$ cat config.mk
export PLATFORM = sky130hd
export DESIGN_NAME = rom_arbiter
export DESIGN_NICKNAME = d
export VERILOG_FILES = /design/src/rtl/rom_arbiter.sv
export SDC_FILE = /design/constraint.sdc
export NUM_CORES = 1
export LEC_CHECK = 0
export ABC_AREA = 1
export BUFFER_PORTS_ARGS = -buffer_cell sky130_fd_sc_hd__buf_4
export CORE_MARGIN = 2
export CORE_UTILIZATION = 30
export CTS_BUF_LIST = sky130_fd_sc_hd__clkbuf_2 sky130_fd_sc_hd__clkbuf_4 sky130_fd_sc_hd__clkbuf_8
export CTS_CLUSTER_DIAMETER = 40
export DETAILED_ROUTE_END_ITERATION = 10
export GPL_TIMING_DRIVEN = 0
export HOLD_SLACK_MARGIN = 0.05
export PLACE_DENSITY = 0.82
export SKIP_CTS_REPAIR_TIMING = 1
export SLEW_MARGIN = 0
export SYNTH_ARGS = -nofsm -noshare
export SYNTH_HDL_FRONTEND = slang
export SYNTH_SLANG_ARGS = --single-unit
$ cat constraint.sdc
create_clock -name clk -period 1.5 [get_ports clk]
set_input_delay 0.3 -clock clk [delete_from_list [all_inputs] [get_ports clk]]
set_output_delay 0.3 -clock clk [all_outputs]
set_load 0.02 [all_outputs]
$ cat src/rtl/rom_arbiter.sv
// Arbitrates the instruction ROM read port between ibus (fetch) and dbus (constant loads)
// and routes each response back through a ROM_LATENCY-deep tag pipeline. Define ROM_ARB_ROUND_ROBIN_EN for round-robin.
module rom_arbiter #(
    parameter int unsigned ROM_ADDR_WIDTH = 12,
    parameter int unsigned ROM_LATENCY    = 1,
    parameter int unsigned STARVE_LIMIT   = 4
) (
    input  logic                      clk,
    input  logic                      rst,
    input  logic                      i_req,
    input  logic [ROM_ADDR_WIDTH-1:0] i_addr,
    input  logic                      i_flush,
    output logic                      i_gnt,
    output logic                      i_rvalid,
    output logic [31:0]               i_rdata,
    input  logic                      d_req,
    input  logic [ROM_ADDR_WIDTH-1:0] d_addr,
    output logic                      d_gnt,
    output logic                      d_rvalid,
    output logic [31:0]               d_rdata,
    output logic                      rom_rd_en,
    output logic [ROM_ADDR_WIDTH-1:0] rom_addr,
    input  logic [31:0]               rom_rd_data
);

    typedef enum logic {
        OWN_I = 1'b0,
        OWN_D = 1'b1
    } owner_t;

    logic   [ROM_LATENCY-1:0] tag_vld;
    owner_t                   tag_own [ROM_LATENCY];
    logic                     d_wins;

`ifdef ROM_ARB_ROUND_ROBIN_EN
    owner_t last_gnt;

    always_ff @(posedge clk or posedge rst) begin
        if (rst) begin
            last_gnt <= OWN_D;
        end else if (i_gnt) begin
            last_gnt <= OWN_I;
        end else if (d_gnt) begin
            last_gnt <= OWN_D;
        end
    end

    assign d_wins = (last_gnt == OWN_I);
`else
    localparam logic [3:0] STARVE_MAX = 4'(STARVE_LIMIT);

    logic [3:0] starve_cnt;

    // Counts consecutive cycles dbus lost to ibus; saturates so dbus keeps priority until served.
    always_ff @(posedge clk or posedge rst) begin
        if (rst) begin
            starve_cnt <= '0;
        end else if (d_gnt || !d_req) begin
            starve_cnt <= '0;
        end else if (i_gnt && (starve_cnt != STARVE_MAX)) begin
            starve_cnt <= starve_cnt + 4'd1;
        end
    end

    assign d_wins = (starve_cnt == STARVE_MAX);
`endif

    always_comb begin
        i_gnt     = i_req & ~(d_req & d_wins);
        d_gnt     = d_req & ~(i_req & ~d_wins);
        rom_rd_en = i_gnt | d_gnt;
        rom_addr  = '0;
        if (i_gnt) begin
            rom_addr = i_addr;
        end else if (d_gnt) begin
            rom_addr = d_addr;
        end
    end

    // Flush masks ibus entries as they shift; the entry loaded this edge is never masked.
    always_ff @(posedge clk or posedge rst) begin
        if (rst) begin
            tag_vld <= '0;
            for (int unsigned k = 0; k < ROM_LATENCY; k++) begin
                tag_own[k] <= OWN_I;
            end
        end else begin
            tag_vld[0] <= rom_rd_en;
            tag_own[0] <= d_gnt ? OWN_D : OWN_I;
            for (int unsigned k = 1; k < ROM_LATENCY; k++) begin
                tag_vld[k] <= tag_vld[k-1] & ~(i_flush & (tag_own[k-1] == OWN_I));
                tag_own[k] <= tag_own[k-1];
            end
        end
    end

    always_comb begin
        i_rvalid = tag_vld[ROM_LATENCY-1] & (tag_own[ROM_LATENCY-1] == OWN_I);
        d_rvalid = tag_vld[ROM_LATENCY-1] & (tag_own[ROM_LATENCY-1] == OWN_D);
        i_rdata  = i_rvalid ? rom_rd_data : '0;
        d_rdata  = d_rvalid ? rom_rd_data : '0;
    end

endmodule
==> results by group, run 1 <==
STA
  • Worst_ep grt: rom_addr[2]
  • WEP type: primary output

Place
  • Post-DP HPWL: 3.24 mm
  • Pre-CTS WS: -128 ps
  • Routability cong.: 0.761
  • IO buf count: 139
  • Dpl cell area: 0.00205 mm2

Clock network
  • H-tree Lvls: 1
  • Clk buf depth: 2
  • CTS Root Cell: clkbuf_4
  • CTS Buf Count: 3
  • CTS Sinks: 6

Synth
  • Synth cell types: 17
  • Cells after Synth: 178
  • Syn Area/Cell: 5.34 um2
  • Yosys reg bits: 6
  • YS warnings: 0
  • Seq/Total Area, Yosys: 15.8%
  • Mapped Nets: 241
  • Synthesized area: 951 um2

Die
  • # rows: 20
  • Ports: 142
  • Die Height: 60.3 um
  • Initial Utilization: 31.4%
  • Die W: 60.3 um

Global routing
  • Pin count of the biggest net entering global routing: 11

Outcome
  • First error: [ERROR DPL-0038] Utilization greater than 100%, impossible to legalize
  • Outcome: stopped before the end
  • Last stage reached: 5_1_grt
cell usage after synthesis:
| library cell | n | area share (%) |
|---|---|---|
| nand4_2 | 1 | 1.3 |
| inv_1 | 41 | 16 |
| nand2_2 | 1 | 0.66 |
| xnor2_1 | 1 | 0.92 |
| nand2_1 | 16 | 6.3 |
| nor2_1 | 69 | 27 |
| buf_2 | 4 | 2.1 |
| a21boi_0 | 1 | 0.79 |
| dfrtp_1 | 6 | 16 |
| nand3_2 | 3 | 3.2 |
| ha_1 | 2 | 2.6 |
| nand4_1 | 1 | 0.66 |
| buf_8 | 1 | 1.6 |
| buf_6 | 5 | 5.9 |
| or2_2 | 1 | 0.66 |
| clkbuf_8 | 1 | 1.4 |
| nand3_1 | 24 | 13 |
stage by stage:
step / instances / setup TNS [ps] / utilization (%)
4_1_cts: 364 / -11080 / 68.5
3_5_place_dp: 361 / -1260 / 67.8
3_3_place_gp: 361 / -947 / 67.8
2_1_floorplan: 178 / -303 / -
kinds of logic after synthesis:
family / Yosys count / synth area share, %
simple gates: 116 / 52.6
compound gates: 1 / 0.790
buf+inv: 52 / 27.2
fa+ha+maj: 2 / 2.63
flops: 6 / 15.8
xor+xnor: 1 / 0.921
==> run 2, diff against run 1 <==
- CORE_AREA: unset -> 2 2 63 65
- CORE_MARGIN: 2 -> unset
- CORE_UTILIZATION: 30 -> unset
- CTS_BUF_LIST: sky130_fd_sc_hd__clkbuf_2 sky130_fd_sc_hd__clkbuf_4 sky130_fd_sc_hd__clkbuf_8 -> unset
- CTS_CLUSTER_DIAMETER: 40 -> unset
- DIE_AREA: unset -> 0 0 65 67
- HOLD_SLACK_MARGIN: 0.05 -> unset
- PLACE_DENSITY: 0.82 -> unset
- PLACE_DENSITY_LB_ADDON: unset -> 0.15
==> run 2 against run 1 <==
The flow now finishes, with violations (hold timing, setup timing). Area after synthesis unchanged. Synthesized cell count unchanged.
==> results by group, run 2 <==
Outcome
  • Outcome: finished with violations
  • Failing checks: hold timing, setup timing

Synth
  • Top cells by area, synth: nor2_1 (27%), inv_1 (16%), dfrtp_1 (16%)
  • Post-synth top cells: nor2_1 (69), inv_1 (41), nand3_1 (24)
  • Yosys top cell area share: 27.2% (unchanged)
  • Syn Area/Cell: 5.34 um2 (unchanged)
  • Area leader, netlist: nor2_1
  • Cells after Synth: 178 (unchanged)
  • EDFF count, synth: 0 (unchanged)
  • Yosys reg bits: 6 (unchanged)
  • Mapped Nets: 241 (unchanged)
  • Asr flop ratio synth: 100% (unchanged)
  • Synthesized area: 951 um2 (unchanged)
  • Synth cell types: 17 (unchanged)
  • Post-synth top flop: dfrtp_1
  • Count leader, synth: nor2_1
  • YS warnings: 0 (unchanged)
  • Seq/Total Area, Yosys: 15.8% (unchanged)

Layout
  • Fillers: 319
  • Most common cell after layout, fill and taps aside: buf_4
  • Most frequent cells in the layout: buf_4 (123), nor2_1 (51), inv_1 (36)
  • Fin cells: 380
  • Largest registers: starve_cnt: 4 flops, tag_own: 1 flops, tag_vld: 1 flops
  • Final net count: 397
  • Area Overhead vs Synth: 165%
  • Layout cell share with drive strength beyond 1: 63.9%
  • Reg with most FFs: starve_cnt
  • Area of the multi-input gates: 728 um2
  • FF/Latch Area: 150 um2
  • Ant. Diodes: 0
  • Final Instance Area: 0.00252 mm2
  • Max FFs per register: 4

Clock network
  • CTS Buf Count: 3 (unchanged)
  • Reg clk slew, reported paths: 40 ps
  • CTS Sinks: 6 (unchanged)
  • Clock insertion delay at the later pin of the skew report: 230 ps
  • CTS tree: done
  • H-tree Lvls: 1 (unchanged)
  • CTS Root Cell: clkbuf_8
  • Clk buf depth: 2 (unchanged)

Min path
  • Worst hold-check path type: in2async

STA
  • Fin. Hold Viols: 6
  • Pins over their slew limit: 0
  • Highest clock rate: 567 MHz
  • Post-route setup slack: -264 ps
  • Final Skew: 4.59 ps
  • RSZ-0062 raised after global routing: true
  • Setup violations, final: 45
  • Final setup TNS: -4840 ps
  • Hold Worst Slack: -11.5 ps
  • Worst-margin pin slew: 295 ps
  • Slew headroom: 80.4%
  • Min Tclk post-route: 1760 ps
  • Tcrit/Tclk final: 118%

Drt
  • Drt via density: 4.28
  • WL final: 4.61 mm
  • Final ANT Viol Nets: 0
  • Routed WL per cell: 12.1 um
  • First DRT Iteration DRCs: 36
  • DR pass1 iterations: 4
  • DR vias: 1627
  • DRC viols: 0

Power and ir drop
  • P per Cell Area: 483 mW/mm2
  • Lkg Pwr: 0.00147 uW
  • Max VDD drop: 0.816 mV

Place
  • Routability cong.: 0.778 (+2.2%)
  • Dpl cell area: 0.00206 mm2 (+0.24%)
  • IO buf count: 139 (unchanged)
  • Cell count after placement: 365 (+1.1%)
  • Post-DP HPWL: 3.44 mm (+6.2%)

Worst setup path
  • Startpoint class of the critical path: flip-flop
  • CP required: 1200 ps
  • Critical Path AT: 1460 ps
  • CP endpoint kind: output pin
  • Setup CP Type: reg2out
  • Max FO, Critical Path: 5

Die
  • Ports: 142 (unchanged)
  • Die ar.: 0.00436 mm2
  • Die W: 65 um (+7.8%)
  • Initial Utilization: 26.4% (-5.0 points)
  • Die Height: 67 um (+11%)
  • Core Footprint: 0.00361 mm2
  • # rows: 22 (+10%)

Global routing
  • Initial antenna violation count: 0
  • First-pass GRT wire length: 5.91 mm
  • Total gr overflow: 0
  • Vias in the first global route: 1304
  • Pin count of the biggest net entering global routing: 11
  • GRT Util Overall: 17.3%

Job
  • Max-cap violations: 0
run 2: cell counts after synthesis:
No cell type changed its count.
run 2: cell families (layout without fill, tap and decap cells):
| kind of cell | count (synthesis) | after routing | synth area share (%) |
|---|---|---|---|
| simple gates | 116 | 116 | 52.6 |
| flops | 6 | 6 | 15.8 |
| xor+xnor | 1 | 1 | 0.921 |
| compound gates | 1 | 1 | 0.790 |
| fa+ha+maj | 2 | 2 | 2.63 |
| buf+inv | 52 | 206 | 27.2 |
run 2: layout make-up:
cell class,count,area share [%]
Buffer,11,5.07
Clock buffer,3,1.64
Inverter,41,6.22
Multi-Input combinational cell,120,28.9
Sequential cell,6,5.97
Tap cell,48,2.39
Timing Repair Buffer,151,49.8
run 2: routing by layer:
layer | global-route usage [%] | share of wire, % | vias to the layer above
li1 | - | - | 826
met1 | 16.9 | 36 | 717
met2 | 34.1 | 54 | 74
met3 | 4.90 | 8.4 | 10
met4 | 6.38 | 1.5 | 0
met5 | 0 | 0 | -
run 2: stage by stage:
stage	power, uW	worst slack [ps]	util [%]
3_5_place_dp	842	-121	57.0
6_report	1220	-264	69.8
4_1_cts	1090	-373	58.2
3_3_place_gp	837	-90.5	57.0
2_1_floorplan	505	-10.1	-
5_1_grt	1280	-324	69.8
run 2: worst paths after layout:
kind | start | end | slack, ps | cells after the start
max | starve_cnt[0] | rom_addr[9] | -260 | 8
min | rst | starve_cnt[0] | -10 | 2
max reg2reg | starve_cnt[0] | starve_cnt[2] | 380 | 4
min reg2reg | starve_cnt[3] | starve_cnt[3] | 580 | 3
max in group asynchronous | rst | starve_cnt[1] | 1320 | 2
min in group clk | i_req | tag_own | 310 | 2
run 2: critical path: stages, from the launching register on:
cell and delay [ps]:
dfrtp_1 410, inv_2 80, ha_4 150, nand3_4 90
nand2_4 110, buf_6 130, nand3_2 70, nand2_2 80
buf_6 120
run 2: power by group:
group / total, uW / switching, uW / internal (uW)
clock: 242 / 69.9 / 172
sequential: 175 / 6.64 / 168
combinational: 798 / 404 / 394
total: 1220 / 481 / 734
No activity file was read; power rests on OpenSTA's default activity.
==> run 3, diff against run 2 <==
- RECOVER_POWER: unset -> 25
==> run 3 against run 2 <==
The flow still finishes with violations (hold timing, setup timing). Sequential share of layout area did not move. Die area did not move. Maximum frequency rose by 0.16%. Sequential power barely moved. Count of clock-buffer cells in the layout did not move. Hold slack improved by 4.4 ps. Cell count did not move.
==> results by group, run 3 (synthesis results as in run 2) <==
Clock network
  • CTS Buf Count: 3 (unchanged)
  • CTS Root Cell: clkbuf_8
  • CTS Sinks: 6 (unchanged)
  • Clk buf depth: 2 (unchanged)
  • CTS tree: done
  • H-tree Lvls: 1 (unchanged)
  • Reg clk slew, reported paths: 40 ps (about the same)
  • Clock insertion delay at the later pin of the skew report: 230 ps (about the same)

Outcome
  • Failing checks: hold timing, setup timing
  • Outcome: finished with violations

Global routing
  • Pin count of the biggest net entering global routing: 11 (unchanged)
  • Total gr overflow: 0 (unchanged)
  • Vias in the first global route: 1304 (unchanged)
  • Initial antenna violation count: 0 (unchanged)
  • First-pass GRT wire length: 5.91 mm (unchanged)
  • GRT Util Overall: 17.3% (unchanged)

Die
  • Initial Utilization: 26.4% (unchanged)
  • Die W: 65 um (unchanged)
  • Die Height: 67 um (unchanged)
  • Core Footprint: 0.00361 mm2 (unchanged)
  • # rows: 22 (unchanged)
  • Ports: 142 (unchanged)
  • Die ar.: 0.00436 mm2 (unchanged)

Drt
  • Met2 wire len: 2.49 mm (-0.36%)
  • DR vias: 1614 (-0.80%)
  • Routed WL per cell: 12.1 um (-0.43%)
  • Routed wl met3: 390 um (+0.26%)
  • Drt via density: 4.25 (-0.80%)
  • Top layer in use: met4
  • DRC viols: 0 (unchanged)
  • DR pass1 iterations: 4 (unchanged)
  • Final ANT Viol Nets: 0 (unchanged)
  • WL final: 4.59 mm (-0.43%)
  • M1 WL: 1.64 mm (-0.67%)
  • First DRT Iteration DRCs: 33 (-8.3%)

STA
  • Hold Worst Slack: -7.10 ps (+4.41 ps)
  • Final Skew: 4.51 ps (-0.0810 ps)
  • RSZ-0062 raised after global routing: true
  • Slew headroom: 80.7% (+0.31 points)
  • Min Tclk post-route: 1760 ps (-2.79 ps)
  • Setup violations, final: 45 (unchanged)
  • Worst-margin pin slew: 290 ps (-4.62 ps)
  • Fin. Hold Viols: 6 (unchanged)
  • Highest clock rate: 568 MHz (+0.16%)
  • Post-route setup slack: -261 ps (+2.79 ps)
  • Tcrit/Tclk final: 117% (-0.19 points)
  • Pins over their slew limit: 0 (unchanged)

Worst setup path
  • Crit path top cell by count: buf_6
  • CP max stage delay: 400 ps (about the same)
  • Setup CP Type: reg2out
  • Startpoint class of the critical path: flip-flop
  • Worst reg2reg path depth: 4 (unchanged)
  • CP endpoint kind: output pin
  • Reg-to-reg setup timing slack: 380 ps (about the same)
  • CP required: 1200 ps (about the same)
  • Max FO, Critical Path: 5 (unchanged)
  • Critical Path AT: 1460 ps (about the same)
  • CP max-delay cell: dfrtp_1
  • CP Cell Sequence: inv_2 > ha_4 > nand3_4 > nand2_4 > buf_6 > nand3_2 > nand2_2 > buf_6

Place
  • Pre-CTS WS: -121 ps (unchanged)
  • IO buf count: 139 (unchanged)
  • Dpl cell area: 0.00206 mm2 (unchanged)
  • Routability cong.: 0.778 (unchanged)
  • Cell count after placement: 365 (unchanged)
  • Post-DP HPWL: 3.44 mm (unchanged)

Layout
  • Final net count: 397 (unchanged)
  • Reg with most FFs: starve_cnt
  • Max FFs per register: 4 (unchanged)
  • Most common cell after layout, fill and taps aside: buf_4
  • Fillers: 319 (unchanged)
  • Most frequent cells in the layout: buf_4 (122), nor2_1 (51), inv_1 (36)
  • Layout cell share with drive strength beyond 1: 63.9% (unchanged)
  • Final Instance Area: 0.00252 mm2 (unchanged)
  • FF/Latch Area: 150 um2 (unchanged)
  • Ant. Diodes: 0 (unchanged)
  • Area Overhead vs Synth: 165% (unchanged)
  • Area of the multi-input gates: 728 um2 (unchanged)
  • Largest registers: starve_cnt: 4 flops, tag_own: 1 flops, tag_vld: 1 flops
  • Fin cells: 380 (unchanged)

Power and ir drop
  • Max VDD drop: 0.814 mV (-0.16%)
  • Final Power: 1210 uW (about the same)
  • P per Cell Area: 483 mW/mm2 (about the same)
  • Lkg Pwr: 0.00147 uW (about the same)

Job
  • Max-cap violations: 0 (unchanged)

Min path
  • Worst hold-check path type: in2async
-- run 3: changes by cell type in the layout (fill, tap and decap cells not counted), sizes merged --
cell,delta
buf,-1
clkbuf,+1
-- run 3: worst max-delay path, delay by kind of cell, from the launching register on --
family        cells  cell delay [ps]
flops             1              400
simple gates      4              350
buf+inv           3              330
fa+ha+maj         1              150
-- run 3: metal layers --
metal  GRT usage (%)  vias up
li1                -      827
met1            16.9      703
met4            6.38        0
met5               0        -
met3            4.90       10
met2            34.1       74
-- run 3: per-stage QoR --
stage               setup TNS, ps  hold WS (ps)  util [%]
floorplan                    -303          91.0         -
global placement             -889           227      57.0
detailed placement          -1120           230      57.0
CTS                         -8690         -11.4      58.2
global route                -7960          5.08      69.8
finish                      -4900         -7.10      69.8
-- run 3: layout make-up --
class / count / share of cell area (%)
Inverter: 41 / 6.22
Tap cell: 48 / 2.39
Timing Repair Buffer: 151 / 49.8
Sequential cell: 6 / 5.97
Buffer: 11 / 5.07
Clock buffer: 3 / 1.64
Multi-Input combinational cell: 120 / 28.9
-- run 3: worst paths after layout --
path / start / to
setup / recovery: starve_cnt[0] / rom_addr[9]
hold / removal: rst / starve_cnt[0]
setup reg to reg: starve_cnt[0] / starve_cnt[2]
hold reg to reg: starve_cnt[3] / starve_cnt[3]
max in group asynchronous: rst / starve_cnt[1]
min in group clk: i_req / tag_own
-- run 3: power breakdown --
group / internal [uW] / switching (uW) / total [uW]
Sequential: 168 / 6.63 / 175
Clock: 172 / 69.3 / 242
Combinational: 393 / 404 / 798
==> run 4, diff against run 3 <==
- MAX_ROUTING_LAYER: unset -> met4
==> run 4 against run 3 <==
Sequential cell count unchanged. Critical path depth unchanged. Largest power group unchanged. Sequential power about the same. The run still ends with hold timing, setup timing left.
==> results by group, run 4 (synthesis results as in run 2) <==
Drt
  • WL final: 6.33 mm (+38%)
  • Routed WL per cell: 16.5 um (+36%)
  • Drt via density: 4.68 (+10%)
  • First DRT Iteration DRCs: 71 (+120%)
  • DR pass1 iterations: 4 (unchanged)
  • DR vias: 1798 (+11%)
  • Final ANT Viol Nets: 0 (unchanged)
  • DRC viols: 0 (unchanged)

STA
  • Fin. Hold Viols: 3 (-3)
  • Slew headroom: 79.4% (-1.3 points)
  • Hold Worst Slack: -4.91 ps (+2.19 ps)
  • Setup violations, final: 73 (+62%)
  • Highest clock rate: 566 MHz (-0.36%)
  • Tcrit/Tclk final: 118% (+0.43 points)
  • Post-route setup slack: -268 ps (-6.38 ps)
  • Worst-margin pin slew: 310 ps (+19.7 ps)
  • Final setup TNS: -8710 ps (-3810 ps)
  • Final Skew: 8.34 ps (+3.83 ps)
  • RSZ-0062 raised after global routing: true
  • Min Tclk post-route: 1770 ps (+6.38 ps)
  • Pins over their slew limit: 0 (unchanged)

Place
  • Pre-CTS WS: -121 ps (unchanged)
  • Dpl cell area: 0.00206 mm2 (unchanged)
  • IO buf count: 139 (unchanged)
  • Cell count after placement: 365 (unchanged)
  • Routability cong.: 0.788 (+1.4%)
  • Post-DP HPWL: 3.44 mm (unchanged)

Layout
  • Most frequent cells in the layout: buf_4 (77), buf_6 (75), nor2_4 (49)
  • Final Instance Area: 0.00312 mm2 (+24%)
  • Final net count: 401 (+1.0%)
  • Fillers: 182 (-43%)
  • Layout cell share with drive strength beyond 1: 77.4% (+14 points)
  • Ant. Diodes: 0 (unchanged)
  • Most common cell after layout, fill and taps aside: buf_4
  • Largest registers: starve_cnt: 4 flops, tag_own: 1 flops, tag_vld: 1 flops
  • Fin cells: 384 (+1.1%)
  • Area Overhead vs Synth: 228%
  • Max FFs per register: 4 (unchanged)
  • Reg with most FFs: starve_cnt

Power and ir drop
  • Max VDD drop: 0.870 mV (+6.9%)
  • Lkg Pwr: 0.00159 uW (+7.9%)
  • P per Cell Area: 462 mW/mm2 (-4.3%)

Worst setup path
  • CP Cell Sequence: inv_2 > ha_4 > nand3_4 > nand2_4 > buf_6 > nand3_2 > nand2_2 > buf_6
  • CP endpoint kind: output pin
  • Max FO, Critical Path: 5 (unchanged)
  • Setup CP Type: reg2out
  • Worst r2r src: starve_cnt[0]
  • Worst reg2reg endpoint: starve_cnt[2]
  • Reg-to-reg setup timing slack: 350 ps (-30 ps)
  • Worst reg2reg path depth: 4 (unchanged)
  • CP Launch Point: starve_cnt[0]
  • Critical Path AT: 1470 ps (about the same)
  • CP required: 1200 ps (about the same)
  • CP max-delay cell: dfrtp_1
  • CP max stage delay: 410 ps (about the same)
  • Startpoint class of the critical path: flip-flop
  • Crit path top cell by count: buf_6

Outcome
  • Failing checks: hold timing, setup timing
  • Outcome: finished with violations

Job
  • Max-cap violations: 0 (unchanged)

Clock network
  • CTS Buf Count: 3 (unchanged)
  • Clock insertion delay at the later pin of the skew report: 230 ps (about the same)
  • H-tree Lvls: 1 (unchanged)
  • CTS Sinks: 6 (unchanged)
  • CTS tree: done
  • CTS Root Cell: clkbuf_8
  • Reg clk slew, reported paths: 40 ps (about the same)
  • Clk buf depth: 2 (unchanged)

Global routing
  • Pin count of the biggest net entering global routing: 11 (unchanged)
  • Vias in the first global route: 1305 (+0.077%)
  • Initial antenna violation count: 0 (unchanged)
  • First-pass GRT wire length: 5.90 mm (-0.24%)
  • Total gr overflow: 0 (unchanged)
  • GRT Util Overall: 17.7% (+0.38 points)

Die
  • Die ar.: 0.00436 mm2 (unchanged)
  • Die Height: 67 um (unchanged)
  • Core Footprint: 0.00361 mm2 (unchanged)
  • Die W: 65 um (unchanged)
  • Initial Utilization: 26.4% (unchanged)
  • Ports: 142 (unchanged)
  • # rows: 22 (unchanged)

Min path
  • Worst hold-check path type: in2async
==> run 4: cell types whose count changed in the layout (fill, tap and decap cells not counted), sizes merged <==
cell and change:
clkbuf +4, clkinv +1, inv -1
==> run 4: how the worst max path moves through the flow <==
stage | end | slack, ps | cells past startpoint
floorplan | i_rdata[10] | -10 | 4
global placement | rom_addr[7] | -90 | 7
detailed placement | rom_addr[0] | -120 | 7
CTS | rom_addr[0] | -370 | 7
global route | rom_addr[9] | -330 | 8
finish | rom_addr[9] | -270 | 8
==> run 4: cell type report <==
class | instances | area [um2] | share of cell area [%]
plain buffers | 11 | 143 | 4.58
clock buffers | 3 | 41.3 | 1.33
inverters | 41 | 159 | 5.10
multi-input cells | 120 | 1040 | 33.4
flip-flops and latches | 6 | 150 | 4.82
well taps | 48 | 60.1 | 1.93
repair buffers | 155 | 1520 | 48.8
==> run 4: power breakdown <==
part	total, uW	internal (uW)	switching, uW
logic	1020	496	520
registers	175	168	6.80
clock network	249	173	75.7
==> run 4: critical path, delay by kind of cell, from the launching register on <==
kind | cells | cell delay (ps)
flops | 1 | 410
fa+ha+maj | 1 | 150
simple gates | 4 | 340
buf+inv | 3 | 320
==> run 4: stage by stage <==
step / power (uW) / hold WS, ps / utilization [%]
after floorplan: 505 / 91.0 / -
after global placement: 837 / 227 / 57.0
after detailed placement: 842 / 230 / 57.0
after CTS: 1090 / -11.4 / 58.2
after global routing: 1500 / 15.7 / 86.4
final: 1440 / -4.91 / 86.4
==> run 4: per-layer routing <==
layer | GRT usage [%] | vias up | share of wire, %
met1 | 17.0 | 824 | 34
met5 | - | - | 0
li1 | - | 836 | -
met3 | 4.56 | 29 | 6.8
met2 | 33.9 | 109 | 55
met4 | 6.65 | 0 | 4.1
